## config.mk

```make
export PLATFORM = sky130hd
export DESIGN_NAME = spi_reg_ctrl_flat
export DESIGN_NICKNAME = d
export VERILOG_FILES = /design/src/rtl/spi_reg_ctrl_pkg.sv /design/src/rtl/spi_reg_ctrl_if.sv /design/src/rtl/spi_reg_ctrl_frame_fifo.sv /design/src/rtl/spi_reg_ctrl.sv /design/src/flat_wrapper.sv
export SDC_FILE = /design/constraint.sdc
export NUM_CORES = 1
export LEC_CHECK = 0
export BUFFER_PORTS_ARGS = -buffer_cell sky130_fd_sc_hd__buf_4
export CAP_MARGIN = 20
export CORE_UTILIZATION = 25
export CTS_CLUSTER_DIAMETER = 80
export CTS_CLUSTER_SIZE = 30
export DETAILED_ROUTE_END_ITERATION = 12
export GPL_TIMING_DRIVEN = 0
export PLACE_DENSITY = 0.51
export SYNTH_ARGS = -nofsm -noshare
export SYNTH_HDL_FRONTEND = slang
export SYNTH_HIERARCHICAL = 1
export SYNTH_SLANG_ARGS = --single-unit
export TNS_END_PERCENT = 5
```

## constraint.sdc

```tcl
create_clock -name clk -period 4.4 [get_ports clk]
set_clock_uncertainty 0.2 [all_clocks]
set_input_delay 1.1 -clock clk [delete_from_list [all_inputs] [get_ports clk]]
set_output_delay 1.1 -clock clk [all_outputs]
set_load 0.05 [all_outputs]
```

## src/rtl/spi_reg_ctrl_pkg.sv

```systemverilog
// Shared constants for the SPI register controller: register map, frame layout, FSM encoding.
package spi_reg_ctrl_pkg;

    localparam int unsigned FRAME_W = 16;
    localparam int unsigned ADDR_W  = 7;
    localparam int unsigned DATA_W  = 8;

    localparam int unsigned FRAME_WR_BIT   = 15;
    localparam int unsigned FRAME_ADDR_MSB = 14;
    localparam int unsigned FRAME_ADDR_LSB = 8;
    localparam int unsigned FRAME_DATA_MSB = 7;
    localparam int unsigned FRAME_DATA_LSB = 0;

    localparam logic [ADDR_W-1:0] ADDR_EN_OUT_7_0  = 7'd0;
    localparam logic [ADDR_W-1:0] ADDR_EN_OUT_15_8 = 7'd1;
    localparam logic [ADDR_W-1:0] ADDR_EN_PWM_7_0  = 7'd2;
    localparam logic [ADDR_W-1:0] ADDR_EN_PWM_15_8 = 7'd3;
    localparam logic [ADDR_W-1:0] ADDR_PWM_DUTY    = 7'd4;

    localparam int unsigned DEFAULT_MAX_ADDR = 4;

    typedef enum logic [1:0] {
        ST_IDLE   = 2'd0,
        ST_CHECK  = 2'd1,
        ST_COMMIT = 2'd2
    } state_t;

endpackage

```

## src/rtl/spi_reg_ctrl_if.sv

```systemverilog
// Frame handshake between the SPI peripheral (master) and the register controller (slave).
interface spi_reg_ctrl_if;
    import spi_reg_ctrl_pkg::*;

    logic               frame_valid;
    logic [FRAME_W-1:0] frame_data;
    logic               frame_ready;

    modport master (output frame_valid, output frame_data, input frame_ready);
    modport slave  (input frame_valid, input frame_data, output frame_ready);

endinterface

```

## src/rtl/spi_reg_ctrl_frame_fifo.sv

```systemverilog
// Pending-frame queue: power-of-two depth, pointers wrap naturally, occupancy counter gives full/empty.
module frame_fifo #(
    parameter int unsigned WIDTH = 16,
    parameter int unsigned DEPTH = 2
) (
    input  logic             clk,
    input  logic             rst_n,
    input  logic             push,
    input  logic [WIDTH-1:0] push_data,
    input  logic             pop,
    output logic [WIDTH-1:0] pop_data,
    output logic             full,
    output logic             empty
);

    localparam int unsigned PTR_W = (DEPTH > 1) ? $clog2(DEPTH) : 1;
    localparam int unsigned CNT_W = PTR_W + 1;
    localparam logic [PTR_W-1:0] PTR_ONE = PTR_W'(1);
    localparam logic [CNT_W-1:0] CNT_ONE = CNT_W'(1);
    localparam logic [CNT_W-1:0] CNT_MAX = CNT_W'(DEPTH);

    logic [WIDTH-1:0] mem [DEPTH];
    logic [PTR_W-1:0] wr_ptr;
    logic [PTR_W-1:0] rd_ptr;
    logic [CNT_W-1:0] count;
    logic             push_ok;
    logic             pop_ok;

    assign full     = (count == CNT_MAX);
    assign empty    = (count == '0);
    assign push_ok  = push && !full;
    assign pop_ok   = pop && !empty;
    assign pop_data = mem[rd_ptr];

    always_ff @(posedge clk) begin
        if (push_ok) begin
            mem[wr_ptr] <= push_data;
        end
    end

    always_ff @(posedge clk or negedge rst_n) begin
        if (!rst_n) begin
            wr_ptr <= '0;
            rd_ptr <= '0;
            count  <= '0;
        end else begin
            if (push_ok) begin
                wr_ptr <= wr_ptr + PTR_ONE;
            end
            if (pop_ok) begin
                rd_ptr <= rd_ptr + PTR_ONE;
            end
            case ({push_ok, pop_ok})
                2'b10:   count <= count + CNT_ONE;
                2'b01:   count <= count - CNT_ONE;
                default: count <= count;
            endcase
        end
    end

endmodule

```

## src/rtl/spi_reg_ctrl.sv

```systemverilog
// SPI register controller: queues incoming 16-bit frames, validates them and commits writes
// into five 8-bit control registers, counting rejected writes.
module spi_reg_ctrl
    import spi_reg_ctrl_pkg::*;
#(
    parameter int unsigned MAX_ADDR   = DEFAULT_MAX_ADDR,
    parameter int unsigned FIFO_DEPTH = 2
) (
    input  logic                 clk,
    input  logic                 rst_n,
    spi_reg_ctrl_if.slave        frame_if,
    output logic [DATA_W-1:0]    en_reg_out_7_0,
    output logic [DATA_W-1:0]    en_reg_out_15_8,
    output logic [DATA_W-1:0]    en_reg_pwm_7_0,
    output logic [DATA_W-1:0]    en_reg_pwm_15_8,
    output logic [DATA_W-1:0]    pwm_duty_cycle,
    output logic                 reg_update,
    output logic [7:0]           err_count,
    output logic                 busy
);

    localparam logic [ADDR_W-1:0] MAX_ADDR_A = ADDR_W'(MAX_ADDR);

    state_t              state;
    state_t              state_nxt;
    logic                fifo_full;
    logic                fifo_empty;
    logic                fifo_push;
    logic                fifo_pop;
    logic [FRAME_W-1:0]  fifo_dout;
    logic [FRAME_W-1:0]  frame_q;
    logic                frame_wr;
    logic [ADDR_W-1:0]   frame_addr;
    logic [DATA_W-1:0]   frame_byte;
    logic                addr_ok;
    logic                err_inc;

    assign frame_if.frame_ready = !fifo_full;
    assign fifo_push            = frame_if.frame_valid && !fifo_full;

    frame_fifo #(
        .WIDTH (FRAME_W),
        .DEPTH (FIFO_DEPTH)
    ) u_frame_fifo (
        .clk       (clk),
        .rst_n     (rst_n),
        .push      (fifo_push),
        .push_data (frame_if.frame_data),
        .pop       (fifo_pop),
        .pop_data  (fifo_dout),
        .full      (fifo_full),
        .empty     (fifo_empty)
    );

    assign frame_wr   = frame_q[FRAME_WR_BIT];
    assign frame_addr = frame_q[FRAME_ADDR_MSB:FRAME_ADDR_LSB];
    assign frame_byte = frame_q[FRAME_DATA_MSB:FRAME_DATA_LSB];
    assign addr_ok    = (frame_addr <= MAX_ADDR_A);

    always_ff @(posedge clk or negedge rst_n) begin
        if (!rst_n) begin
            state <= ST_IDLE;
        end else begin
            state <= state_nxt;
        end
    end

    always_comb begin
        state_nxt = state;
        case (state)
            ST_IDLE:   state_nxt = fifo_empty ? ST_IDLE : ST_CHECK;
            ST_CHECK:  state_nxt = (frame_wr && addr_ok) ? ST_COMMIT : ST_IDLE;
            ST_COMMIT: state_nxt = ST_IDLE;
            default:   state_nxt = ST_IDLE;
        endcase
    end

    always_comb begin
        fifo_pop   = 1'b0;
        reg_update = 1'b0;
        err_inc    = 1'b0;
        case (state)
            ST_IDLE:   fifo_pop   = !fifo_empty;
            ST_CHECK:  err_inc    = frame_wr && !addr_ok;
            ST_COMMIT: reg_update = 1'b1;
            default:   ;
        endcase
    end

    assign busy = (state != ST_IDLE) || !fifo_empty;

    always_ff @(posedge clk or negedge rst_n) begin
        if (!rst_n) begin
            frame_q <= '0;
        end else if (fifo_pop) begin
            frame_q <= fifo_dout;
        end
    end

    // Register write lands on the edge that leaves COMMIT, one cycle after reg_update rises.
    always_ff @(posedge clk or negedge rst_n) begin
        if (!rst_n) begin
            en_reg_out_7_0  <= '0;
            en_reg_out_15_8 <= '0;
            en_reg_pwm_7_0  <= '0;
            en_reg_pwm_15_8 <= '0;
            pwm_duty_cycle  <= '0;
        end else if (reg_update) begin
            case (frame_addr)
                ADDR_EN_OUT_7_0:  en_reg_out_7_0  <= frame_byte;
                ADDR_EN_OUT_15_8: en_reg_out_15_8 <= frame_byte;
                ADDR_EN_PWM_7_0:  en_reg_pwm_7_0  <= frame_byte;
                ADDR_EN_PWM_15_8: en_reg_pwm_15_8 <= frame_byte;
                ADDR_PWM_DUTY:    pwm_duty_cycle  <= frame_byte;
                default:          ;
            endcase
        end
    end

    always_ff @(posedge clk or negedge rst_n) begin
        if (!rst_n) begin
            err_count <= '0;
        end else if (err_inc && (err_count != '1)) begin
            err_count <= err_count + 8'd1;
        end
    end

endmodule

```

## src/flat_wrapper.sv

```systemverilog
// flat-port wrapper written by rule: the top's interface ports become plain ports
module spi_reg_ctrl_flat import spi_reg_ctrl_pkg::*;
#(
    parameter int unsigned MAX_ADDR   = DEFAULT_MAX_ADDR,
    parameter int unsigned FIFO_DEPTH = 2
)
  (clk, rst_n, en_reg_out_7_0, en_reg_out_15_8, en_reg_pwm_7_0, en_reg_pwm_15_8, pwm_duty_cycle, reg_update, err_count, busy, frame_if_frame_valid, frame_if_frame_data, frame_if_frame_ready);
  spi_reg_ctrl_if frame_if_i ();
  input  logic clk;
  input  logic rst_n;
  output logic [DATA_W-1:0] en_reg_out_7_0;
  output logic [DATA_W-1:0] en_reg_out_15_8;
  output logic [DATA_W-1:0] en_reg_pwm_7_0;
  output logic [DATA_W-1:0] en_reg_pwm_15_8;
  output logic [DATA_W-1:0] pwm_duty_cycle;
  output logic reg_update;
  output logic [7:0] err_count;
  output logic busy;
  input wire logic [$bits(frame_if_i.frame_valid)-1:0] frame_if_frame_valid;
  input wire logic [$bits(frame_if_i.frame_data)-1:0] frame_if_frame_data;
  output wire logic [$bits(frame_if_i.frame_ready)-1:0] frame_if_frame_ready;
  assign frame_if_i.frame_valid = frame_if_frame_valid;
  assign frame_if_i.frame_data = frame_if_frame_data;
  assign frame_if_frame_ready = frame_if_i.frame_ready;
  spi_reg_ctrl #(.MAX_ADDR(MAX_ADDR), .FIFO_DEPTH(FIFO_DEPTH)) u_core (.clk(clk), .rst_n(rst_n), .frame_if(frame_if_i), .en_reg_out_7_0(en_reg_out_7_0), .en_reg_out_15_8(en_reg_out_15_8), .en_reg_pwm_7_0(en_reg_pwm_7_0), .en_reg_pwm_15_8(en_reg_pwm_15_8), .pwm_duty_cycle(pwm_duty_cycle), .reg_update(reg_update), .err_count(err_count), .busy(busy));
endmodule
```

==> results.sh <==
export IMPL_fmax_ghz=0.362
export IMPL_peakVddDrop_mv=0.231
export IMPL_grt_setup_unrepaired="no"
export IMPL_die_w_um=129
export IMPL_relSlewSlack=0.399
export IMPL_cts_buffers=9
export IMPL_synthDistinctLibCells=32
export IMPL_drtAntennaViolNets=0
export IMPL_synth_top_area_frac=0.435
export IMPL_firstDrtPassIters=4
export IMPL_critical_path_cell_chain="or4_4 -> or3_1 -> buf_2 -> nor3b_4 -> mux2_2"
export IMPL_synth_xor_area_share=0.0239
export IMPL_grt_ovfl_total=0
export IMPL_clk_latency_ps=340
export IMPL_ys_async_sr_fraction=0.686
export IMPL_end_kind="flop"
export IMPL_finalHoldViolCount=0
export IMPL_stdcell_count=542
export IMPL_worst_pin_slew_ps=901
export IMPL_clkSlewWorstSetupHoldPaths_ps=70
export IMPL_routed_top_layer="met4"
export IMPL_synth_simple_area_share=0.0631
export IMPL_ys_ff_latch=102
export IMPL_drt_first_iter_violations=66
export IMPL_worst_path_buf_inv=1
export IMPL_critPathSlowestCell="nor3b_4"
export IMPL_cp_depth=5
export IMPL_synth_ff_type="dfrtp_1"
export IMPL_area_growth_pct=27.3
export IMPL_grt_pass1_wl_um=12500
export IMPL_grt_pass1_vias=2228
export IMPL_crit_required_ps=4420
export IMPL_endpoint="u_core/en_reg_out_15_8[0]"
export IMPL_power_leakage_nw=2.29
export IMPL_postSynthCellCount=240
export IMPL_cts_htree_levels=3
export IMPL_core_region_area_sq_um=15800
export IMPL_yosysSeqAreaShare=0.674
export IMPL_r2r_slack_ps=1640
export IMPL_wl_met3_um=434
export IMPL_maxCapViolations=0
export IMPL_setup_viol=0
export IMPL_yosys_top_cells_count="dfrtp_1 (70), mux2_2 (64), edfxtp_1 (32)"
export IMPL_wl_met2_um=3760
export IMPL_clkSinkCount=102
export IMPL_viasPerCell=4.08
export IMPL_dpl_hpwl_um=5420
export IMPL_cts_buffer_depth=2
export IMPL_grt_max_degree=71
export IMPL_place_inst=526
export IMPL_path_class="reg -> reg"
export IMPL_grt_usage=0.103
export IMPL_wire_per_inst_um=14.7
export IMPL_cp_arrival_ps=2780
export IMPL_status="completed"
export IMPL_start_util=0.254
export IMPL_gp_congestion=0.726
export IMPL_final_nets=342
export IMPL_hold_class="reg -> reg"
export IMPL_synth_cell_area_sq_um=4030
export IMPL_yosysWarningCount=6
export IMPL_reg2reg_from="u_core/frame_q[11]"
export IMPL_antenna_found_initial=0
export IMPL_cpLargestDelayFamily="simple AND/OR/NAND/NOR gates"
export IMPL_rows=46
export IMPL_wirelength_met1_um=3650
export IMPL_startpoint_type="flop"
export IMPL_antenna_cells=0
export IMPL_wl_um=7950
export IMPL_synth_edf_count=32
export IMPL_cts_resized=0
export IMPL_root_buffer="clkbuf_16"
export IMPL_rr_worst_depth=5
export IMPL_min_period_ps=2760
export IMPL_critical_path_max_fanout=8
export IMPL_setup_worst_path_start="u_core/frame_q[11]"
export IMPL_post_synth_top_count_cell="dfrtp_1"
export IMPL_r2r_end="u_core/en_reg_out_15_8[0]"
export IMPL_maxSlewViolCount=0
export IMPL_drc=0
export IMPL_synth_top_family_by_area="multiplexers"
export IMPL_cts_hold_buf=0
export IMPL_tritoncts="yes"
export IMPL_dieArea_sq_um=16600
export IMPL_postCtsSetupBuffers=0
export IMPL_fin_crit_sh=0.627
export IMPL_syn_avg_cell_area_sq_um=16.8
export IMPL_synth_area_leader_cell="dfrtp_1"
export IMPL_num_io_pins=70
export IMPL_synth_compound_area_frac=0.00621
export IMPL_synth_nets=261
export IMPL_io_buffers=69
export IMPL_route_vias_total=2213
export IMPL_synthMuxAreaShare=0.212
export IMPL_layout_drive_gt1_share=0.512
export IMPL_setup_tns_ps=0
export IMPL_cpPeakStageDelay_ps=590
export IMPL_yosys_area_share_adder=0.00621
export IMPL_ys_top_cells_by_area="dfrtp_1 (43%), edfxtp_1 (24%), mux2_2 (18%)"
export IMPL_p_per_area_nw_per_um2=597
export IMPL_fp_dieH_um=129
[layer usage]
layer,GRT usage,vias up
met1,0.134,1119
met4,0.0415,0
met3,0.0333,6
li1,-,1037
met2,0.158,51
met5,0,-
[sequential cells by signal, summed over array words and instances (netlist names)]
name,cells
u_core/err_count,8
u_core/u_frame_fifo/mem,32
u_core/pwm_duty_cycle,8
u_core/en_reg_out_7_0,8
u_core/state,2
u_core/u_frame_fifo/rd_ptr,1
u_core/u_frame_fifo/wr_ptr,1
u_core/en_reg_out_15_8,8
u_core/frame_q,16
u_core/en_reg_pwm_7_0,8
u_core/u_frame_fifo/count,2
u_core/en_reg_pwm_15_8,8
[layout make-up]
cell class	count	area [sq um]
Buffer	6	47.5
Clock buffer	12	256
Clock inverter	4	46.3
Fill cell	1573	10700
Inverter	3	11.3
Multi-Input combinational cell	129	1260
Sequential cell	102	2710
Tap cell	216	270
Timing Repair Buffer	70	526
[cell families after synthesis]
kind of cell / after synthesis
and+or+nand+nor: 39
buffers and inverters: 9
AOI/OAI and AO/OA: 4
adders and majority gates: 2
muxes: 73
DFF: 102
xor gates and xnor gates: 11
[cell usage in the layout (no fill, tap or decap), types with 2 or more instances in the layout]
master      n
dfrtp_1    70
clkbuf_8    2
nor3b_4     2
clkbuf_16   9
buf_4      70
mux2_4      9
nand4b_1    2
nand3_1     4
and3_1      2
a21oi_1     2
xnor2_1     9
nor2_1      6
nor3_1      3
mux2_2     64
nand2b_1    2
xor2_1      2
nand4_1     3
edfxtp_1   32
clkbuf_1    4
nand2_1     6
ha_1        2
inv_1       3
[where the power goes]
group          internal (mW)  total, mW  leakage (nW)  switching (mW)
Clock                  0.469      0.793         0.146           0.324
Combinational          0.430      0.911         0.929           0.481
Sequential              1.20       1.36          1.22           0.155
[through the flow]
| stage | worst slack, ps | area [sq um] | total power [mW] | hold slack (ps) | utilization |
|---|---|---|---|---|---|
| 2_1_floorplan | 1770 | 4030 | 2.03 | 261 | - |
| 3_3_place_gp | 1120 | 4820 | 2.27 | 276 | 0.304 |
| 3_5_place_dp | 1560 | 4830 | 2.30 | 291 | 0.305 |
| 4_1_cts | 1630 | 5130 | 3.12 | 300 | 0.324 |
| 5_1_grt | 1460 | 5130 | 3.26 | 318 | 0.324 |
| 6_report | 1640 | 5130 | 3.06 | 296 | 0.324 |
[how the worst min path moves through the flow]
stage,slack [ps],to,cells past startpoint,startpoint
2_1_floorplan,260,u_core/u_frame_fifo/wr_ptr,1,u_core/u_frame_fifo/wr_ptr
3_3_place_gp,280,u_core/u_frame_fifo/wr_ptr,1,u_core/u_frame_fifo/wr_ptr
3_5_place_dp,290,u_core/err_count[6],1,u_core/err_count[6]
4_1_cts,300,u_core/state[0],1,u_core/state[1]
5_1_grt,320,u_core/en_reg_out_15_8[5],1,u_core/en_reg_out_15_8[5]
6_report,300,u_core/err_count[6],1,u_core/err_count[6]
Note: power is estimated with default switching activity, not from simulation.
